<file path="config.mk">
export PLATFORM = sky130hd
export DESIGN_NAME = fifo_ctrl
export DESIGN_NICKNAME = d
export VERILOG_FILES = /design/src/rtl/fifo_ctrl.sv
export SDC_FILE = /design/constraint.sdc
export NUM_CORES = 1
export LEC_CHECK = 0
export CAP_MARGIN = 40
export CELL_PAD_IN_SITES_DETAIL_PLACEMENT = 1
export CELL_PAD_IN_SITES_GLOBAL_PLACEMENT = 1
export CORE_MARGIN = 2
export CORE_UTILIZATION = 35
export DETAILED_ROUTE_END_ITERATION = 10
export GPL_TIMING_DRIVEN = 1
export PLACE_DENSITY = 0.8
export SLEW_MARGIN = 10
export SYNTH_ARGS = -nofsm -noshare
export SYNTH_HDL_FRONTEND = slang
export SYNTH_SLANG_ARGS = --single-unit
</file>
<file path="constraint.sdc">
create_clock -name clk -period 3.8 [get_ports clk]
set_input_delay 0.38 -clock clk [delete_from_list [all_inputs] [get_ports clk]]
set_output_delay 0.38 -clock clk [all_outputs]
set_load 0.005 [all_outputs]
</file>
<file path="src/rtl/fifo_ctrl.sv">
// Pointer and flag controller for a single-clock show-ahead FIFO wrapped around a
// simple dual-port RAM with combinational read; the RAM itself lives outside this block.
module fifo_ctrl #(
    parameter int ADDR_WIDTH = 4,
    parameter int AF_LEVEL   = 14,
    parameter int AE_LEVEL   = 2
) (
    input  logic                  clk,
    input  logic                  rst,
    input  logic                  push,
    input  logic                  pop,
    input  logic                  err_clr,
    output logic                  ram_we,
    output logic [ADDR_WIDTH-1:0] ram_waddr,
    output logic [ADDR_WIDTH-1:0] ram_raddr,
    output logic                  full,
    output logic                  empty,
    output logic                  almost_full,
    output logic                  almost_empty,
    output logic [ADDR_WIDTH:0]   count,
    output logic                  overflow,
    output logic                  underflow
);

    localparam int DEPTH = 1 << ADDR_WIDTH;
    localparam logic [ADDR_WIDTH:0] DEPTH_CNT = (ADDR_WIDTH + 1)'(DEPTH);

    logic [ADDR_WIDTH:0] wr_ptr;
    logic [ADDR_WIDTH:0] rd_ptr;
    logic [ADDR_WIDTH:0] count_q;
    logic [ADDR_WIDTH:0] count_nxt;
    logic                overflow_q;
    logic                underflow_q;
    logic                push_ok;
    logic                pop_ok;
    logic                overflow_set;
    logic                underflow_set;
    logic [31:0]         count_ext;

    // A push into a full FIFO is still legal when a pop frees the same slot this cycle.
    assign push_ok       = push & (~full | pop);
    assign pop_ok        = pop & ~empty;
    assign overflow_set  = push & full & ~pop;
    assign underflow_set = pop & empty;

    assign ram_we    = push_ok;
    assign ram_waddr = wr_ptr[ADDR_WIDTH-1:0];
    assign ram_raddr = rd_ptr[ADDR_WIDTH-1:0];

    // Flags decode only from the registered count, so push/pop never glitch them.
    assign count_ext    = 32'(count_q);
    assign full         = (count_q == DEPTH_CNT);
    assign empty        = (count_q == '0);
    assign almost_full  = (count_ext >= 32'(AF_LEVEL));
    assign almost_empty = (count_ext <= 32'(AE_LEVEL));
    assign count        = count_q;
    assign overflow     = overflow_q;
    assign underflow    = underflow_q;

    always_comb begin
        count_nxt = count_q;
        case ({push_ok, pop_ok})
            2'b10:   count_nxt = count_q + 1'b1;
            2'b01:   count_nxt = count_q - 1'b1;
            default: count_nxt = count_q;
        endcase
    end

    always_ff @(posedge clk or posedge rst) begin
        if (rst) begin
            wr_ptr  <= '0;
            rd_ptr  <= '0;
            count_q <= '0;
        end else begin
            if (push_ok) begin
                wr_ptr <= wr_ptr + 1'b1;
            end
            if (pop_ok) begin
                rd_ptr <= rd_ptr + 1'b1;
            end
            count_q <= count_nxt;
        end
    end

    // Sticky error flags; a new error in the same cycle as err_clr keeps the flag set.
    always_ff @(posedge clk or posedge rst) begin
        if (rst) begin
            overflow_q  <= 1'b0;
            underflow_q <= 1'b0;
        end else begin
            if (overflow_set) begin
                overflow_q <= 1'b1;
            end else if (err_clr) begin
                overflow_q <= 1'b0;
            end
            if (underflow_set) begin
                underflow_q <= 1'b1;
            end else if (err_clr) begin
                underflow_q <= 1'b0;
            end
        end
    end

endmodule

</file>
# Yosys cells after proc, flatten, opt, wreduce, memory -nomap -nowiden
# Index checks and enable logic that the tools add are counted.
[totals]
regBits = 17
[classes]
addsub = 4
magnitude_cmp = 2
eq_ne = 3
mux = 4
bitwise_logic = 9
n_reduce_logical = 4
[op_table]
columns = ["cell", "n"]
rows = [
  ["$add 5x1->5 const B", 3],
  ["$pmux 5 s2", 1],
  ["$reduce_bool 2->1", 3],
  ["$and 1x1->1", 5],
  ["$eq 5x5->1 const B", 1],
  ["$ge 5x4->1 const B", 1],
  ["$le 5x2->1 const B", 1],
  ["$logic_not 5->1", 1],
  ["$sub 5x1->5 const B", 1],
  ["$mux 1", 3],
  ["$not 1->1", 3],
  ["$eq 2x1->1 const B", 1],
  ["$eq 2x2->1 const B", 1],
  ["$or 1x1->1", 1],
]

# Longest topological paths before layout
[logic_depth]
word_depth = 6
mapped_depth = 8
ltp_nobuf = 8

# Least setup slack after synthesis
# OpenSTA, ideal clock, no wires.
[synth_path]
path_kind = "reg2reg"
from = "register count_q[0] (netlist: count[0])"
to = "register count_q[4] (netlist: count[4])"
setup_time_ns = 0.134
arrival_ns = 2.566
required_time_ns = 3.666
path_slack_ns = 1.100
path_stages_with_launch = 9
synth_period_minus_slack_ns = 2.700
cell_sequence = "dfrtp_1 -> or4_4 -> o21ai_4 -> inv_1 -> ha_1 -> ha_1 -> or4b_1 -> o311ai_0 -> o211ai_1"
[synth_via]
word_cells_on_any_way = 13
classes_between = "add/sub (2); eq/ne (3); mux (1); bitwise (5); reduce/logical (2)"
[synth_lines]
columns = ["item", "line_no", "text"]
rows = [
  ["start, declared", "30", "logic [ADDR_WIDTH:0] count_q;"],
  ["start signal, assigned", "81", "count_q <= count_nxt;"],
  ["$logic_not 5->1 (*)", "53", "assign empty = (count_q == '0);"],
  ["$not 1->1 (*)", "42", "assign pop_ok = pop & ~empty;"],
  ["$and 1x1->1 (*)", "42", ""],
  ["named net pop_ok", "35", "logic pop_ok;"],
  ["$eq 2x1->1 or $eq 2x2->1 (tied branches)", "62", "case ({push_ok, pop_ok})"],
  ["$pmux 5 s2 or $reduce_bool 2->1 (tied branches)", "-", ""],
]
# The timed path passes the listed nets; every way through them passes the cells marked *.
# A chain may end at the register's enable or synchronous reset.

# Worst setup path after layout
# Same ends and word-level chain as after synthesis.

==> load_flow_metrics.sql <==
INSERT INTO impl_metrics (metric_group, metric, value, unit) VALUES
('grt', 'grt_max_degree', '16', ''),
('synth', 'synth_enable_flop_cells', '0', ''),
('grt', 'first_pass_grt_wire_length', '3.346', 'mm'),
('sta', 'fin_setup_tns', '0', 'ps'),
('sta', 'unrepaired_setup_endpoints_after_global_routing', 'no', ''),
('clock_network', 'tritoncts', 'built', ''),
('setup_path', 'reg2reg_slack', '890', 'ps'),
('clock_network', 'sinks_on_the_clock_net', '15', ''),
('floorplan', 'num_rows', '18', ''),
('synth', 'yosys_warnings', '0', ''),
('clock_network', 'cts.reportedPaths.clkPinSlew', '90', 'ps'),
('clock_network', 'root_buffer', 'sky130_fd_sc_hd__clkbuf_4', ''),
('route', 'detail_route.drc_violations', '0', ''),
('floorplan', 'core_area', '2455', 'um2'),
('grt', 'antenna_violations_before_repair', '0', ''),
('route', 'drt-total-wl', '1.992', 'mm'),
('synth', 'postSynth.topFlopCell', 'sky130_fd_sc_hd__dfrtp_1', ''),
('setup_path', 'arrival', '3070', 'ps'),
('sta', 'slew_headroom', '60.98', '%'),
('power_and_ir_drop', 'seq_power_share', '37.4', '%'),
('power_and_ir_drop', 'clockPowerShare', '9.3', '%'),
('synth', 'post_synthesis_cell_type_count', '37', ''),
('status', 'run_status', 'finished, final reports clean', ''),
('synth', 'postSynthNetCount', '92', ''),
('power_and_ir_drop', 'combinational_fraction_of_design_power', '53.3', '%'),
('floorplan', 'floorplan.io_pins', '25', ''),
('setup_path', 'cpPeakStageDelay', '620', 'ps'),
('sta', 'tightestPinTransition', '584.7', 'ps'),
('clock_network', 'h-tree-depth', '1', ''),
('sta', 'final_min_period_over_clock_period', '76.67', '%'),
('setup_path', 'crit_chain', 'or4_4, o21ai_4, inv_1, ha_1, ha_1, or4b_1, o311ai_0, o211ai_1', ''),
('setup_path', 'critical_path_peak_fanout', '10', ''),
('route', 'via_per_inst', '5.390', ''),
('floorplan', 'total_die_area', '3000', 'um2'),
('setup_path', 'critPathCaptureType', 'flip-flop', ''),
('setup_path', 'highest_delay_cell_along_the_critical_path', 'sky130_fd_sc_hd__or4_4', ''),
('power_and_ir_drop', 'vdd_ir_drop_max', '339.2', 'uV'),
('synth', 'yosys_top_cell_area_share', '41.61', '%'),
('sta', 'timing.final.crit_period', '2913', 'ps'),
('grt', 'vias_in_the_first_global_route', '759', ''),
('power_and_ir_drop', 'internal_power', '591.6', 'uW'),
('setup_path', 'beginning_of_the_worst_register_to_register_path', 'count[0]', ''),
('clock_network', 'maximum_buffer_depth_of_the_clock_tree', '2', ''),
('power_and_ir_drop', 'leakagePower', '0.0004912', 'uW'),
('route', 'post_drt_wl_per_cell', '14.65', 'um'),
('placement', 'place.detailed.hpwl', '1.585', 'mm'),
('power_and_ir_drop', 'powerDensity', '791.4', 'nW/um2'),
('setup_path', 'cp-start-kind', 'flip-flop', ''),
('synth', 'post-synth-top-area-cell', 'sky130_fd_sc_hd__dfrtp_1', ''),
('job', 'max-cap-violations', '0', ''),
('sta', 'fmaxAchievable', '343.3', 'MHz'),
('clock_network', 'ctsHoldBuffers', '0', ''),
('setup_path', 'worst_path_most_repeated_cell', 'sky130_fd_sc_hd__ha_1', ''),
('worst_hold_path', 'min_path_type', 'primary input to asynchronous set/reset pin', ''),
('synth', 'synth.top_cells.by_area', 'sky130_fd_sc_hd__dfrtp_1, sky130_fd_sc_hd__ha_1, sky130_fd_sc_hd__xnor2_1', ''),
('power_and_ir_drop', 'power_switching', '357.1', 'uW'),
('cells_and_area', 'num_antenna_cells', '0', ''),
('cells_and_area', 'post-route-util', '48.83', '%'),
('placement', 'global_placer_s_final_weighted_congestion', '0.7263', ''),
('route', 'antenna_violating_nets_post_route', '0', ''),
('synth', 'synth_instances', '80', ''),
('sta', 'worst_clock_skew', '3.727', 'ps'),
('floorplan', 'floorplan.die.width', '54.77', 'um'),
('grt', 'grt_use_total', '15.58', '%'),
('clock_network', 'postCtsSetupRepairBufs', '0', ''),
('power_and_ir_drop', 'netSwitchingFraction', '37.64', '%'),
('floorplan', 'effective_utilization_at_floorplan', '36.75', '%'),
('synth', 'synth-seq-cells', '15', ''),
('synth', 'synth_seq_area_share', '41.61', '%'),
('cells_and_area', 'areaGrowthSynthToFinish', '32.87', '%'),
('cells_and_area', 'n_fill_cell', '287', '');
worst max-delay path by stage:
stage                           to  slack [ps]  cells after the start
after global routing      count[4]         740                      8
after floorplan           count[4]        1100                      8
after detailed placement  count[4]         770                      8
after CTS                 count[4]         860                      8
final                     count[4]         890                      8
after global placement    count[4]         880                      8
cells in the final DEF, fill, tap and decap left out, types with 2 or more instances in the layout:
cell type	synthesis	layout
sky130_fd_sc_hd__nand2_1	2	2
sky130_fd_sc_hd__nand3_1	2	2
sky130_fd_sc_hd__inv_1	5	5
sky130_fd_sc_hd__a21oi_1	6	6
sky130_fd_sc_hd__o211ai_1	2	2
sky130_fd_sc_hd__clkbuf_4	0	3
sky130_fd_sc_hd__ha_1	6	6
sky130_fd_sc_hd__mux2_2	2	2
sky130_fd_sc_hd__xnor2_1	6	6
sky130_fd_sc_hd__nor3b_1	3	3
sky130_fd_sc_hd__nor2_1	3	3
sky130_fd_sc_hd__xor2_1	2	2
sky130_fd_sc_hd__dfrtp_1	15	15
sky130_fd_sc_hd__clkdlybuf4s50_1	0	24
sky130_fd_sc_hd__nand4_1	2	2
state kept, by name, indices dropped and copies added (netlist names):
register / count
count: 5
rd_ptr: 4
overflow: 1
underflow: 1
wr_ptr: 4
layer usage:
layer	part of all wire (%)	vias to the layer above	global-route usage, %
li1	-	350	-
met1	44	363	18.69
met2	52	18	27.98
met3	3.4	2	2.459
met4	0.95	0	5.000
met5	0	-	0
metrics by stage:
stage,cell area [um2],total power [uW],hold WS [ps],instances,worst slack (ps)
after floorplan,902.1,610.9,281.5,80,1100
after global placement,1172,848.5,459.3,132,875.1
after detailed placement,1172,873.2,470.4,132,772.9
after CTS,1199,964.2,482.6,136,862.0
after global routing,1199,1047,503.7,136,738.8
final,1199,948.7,462.1,136,886.7
cell families (layout without fill, tap and decap cells):
kind of cell,Yosys count,after routing,share of synthesized area [%]
flops,15,15,41.61
compound gates,19,19,17.34
simple gates,19,19,14.01
xor+xnor,8,8,7.767
mux,4,4,5.408
fa+ha+maj,7,7,10.54
buf+inv,8,34,3.328
power groups by stage:
stage          Clock (uW)  Sequential (uW)  Combinational, uW
2_1_floorplan           0              329                282
5_1_grt              99.2              375                572
6_report             88.0              355                506
3_3_place_gp            0              353                495
3_5_place_dp            0              361                513
4_1_cts              91.6              358                515
cells in the mapped netlist, drive strengths merged, types with 3 or more instances:
master,n
a21oi,6
dfrtp,15
ha,6
inv,6
mux2,4
nor2,3
nor3b,3
o211ai,3
o21ai,3
xnor2,6
final cells by class:
| type | instances | area (um2) | area share, % |
|---|---|---|---|
| multi-input cells | 57 | 496.7 | 41.44 |
| flip-flops and latches | 15 | 375.4 | 31.32 |
| repair buffers | 24 | 240.2 | 20.04 |
| well taps | 30 | 37.54 | 3.132 |
| clock buffers | 4 | 26.28 | 2.192 |
| inverters | 6 | 22.52 | 1.879 |
worst max-delay path: cells and delay by family, from the launching register on:
| kind | cells | cell delay (ps) |
|---|---|---|
| AND/OR/NAND/NOR | 2 | 1100 |
| adder cells (fa/ha/maj) | 2 | 710 |
| flip-flops | 1 | 480 |
| AO/OA/AOI/OAI | 3 | 430 |
| buffers and inverters | 1 | 70 |
No activity file was read; power rests on OpenSTA's default activity.
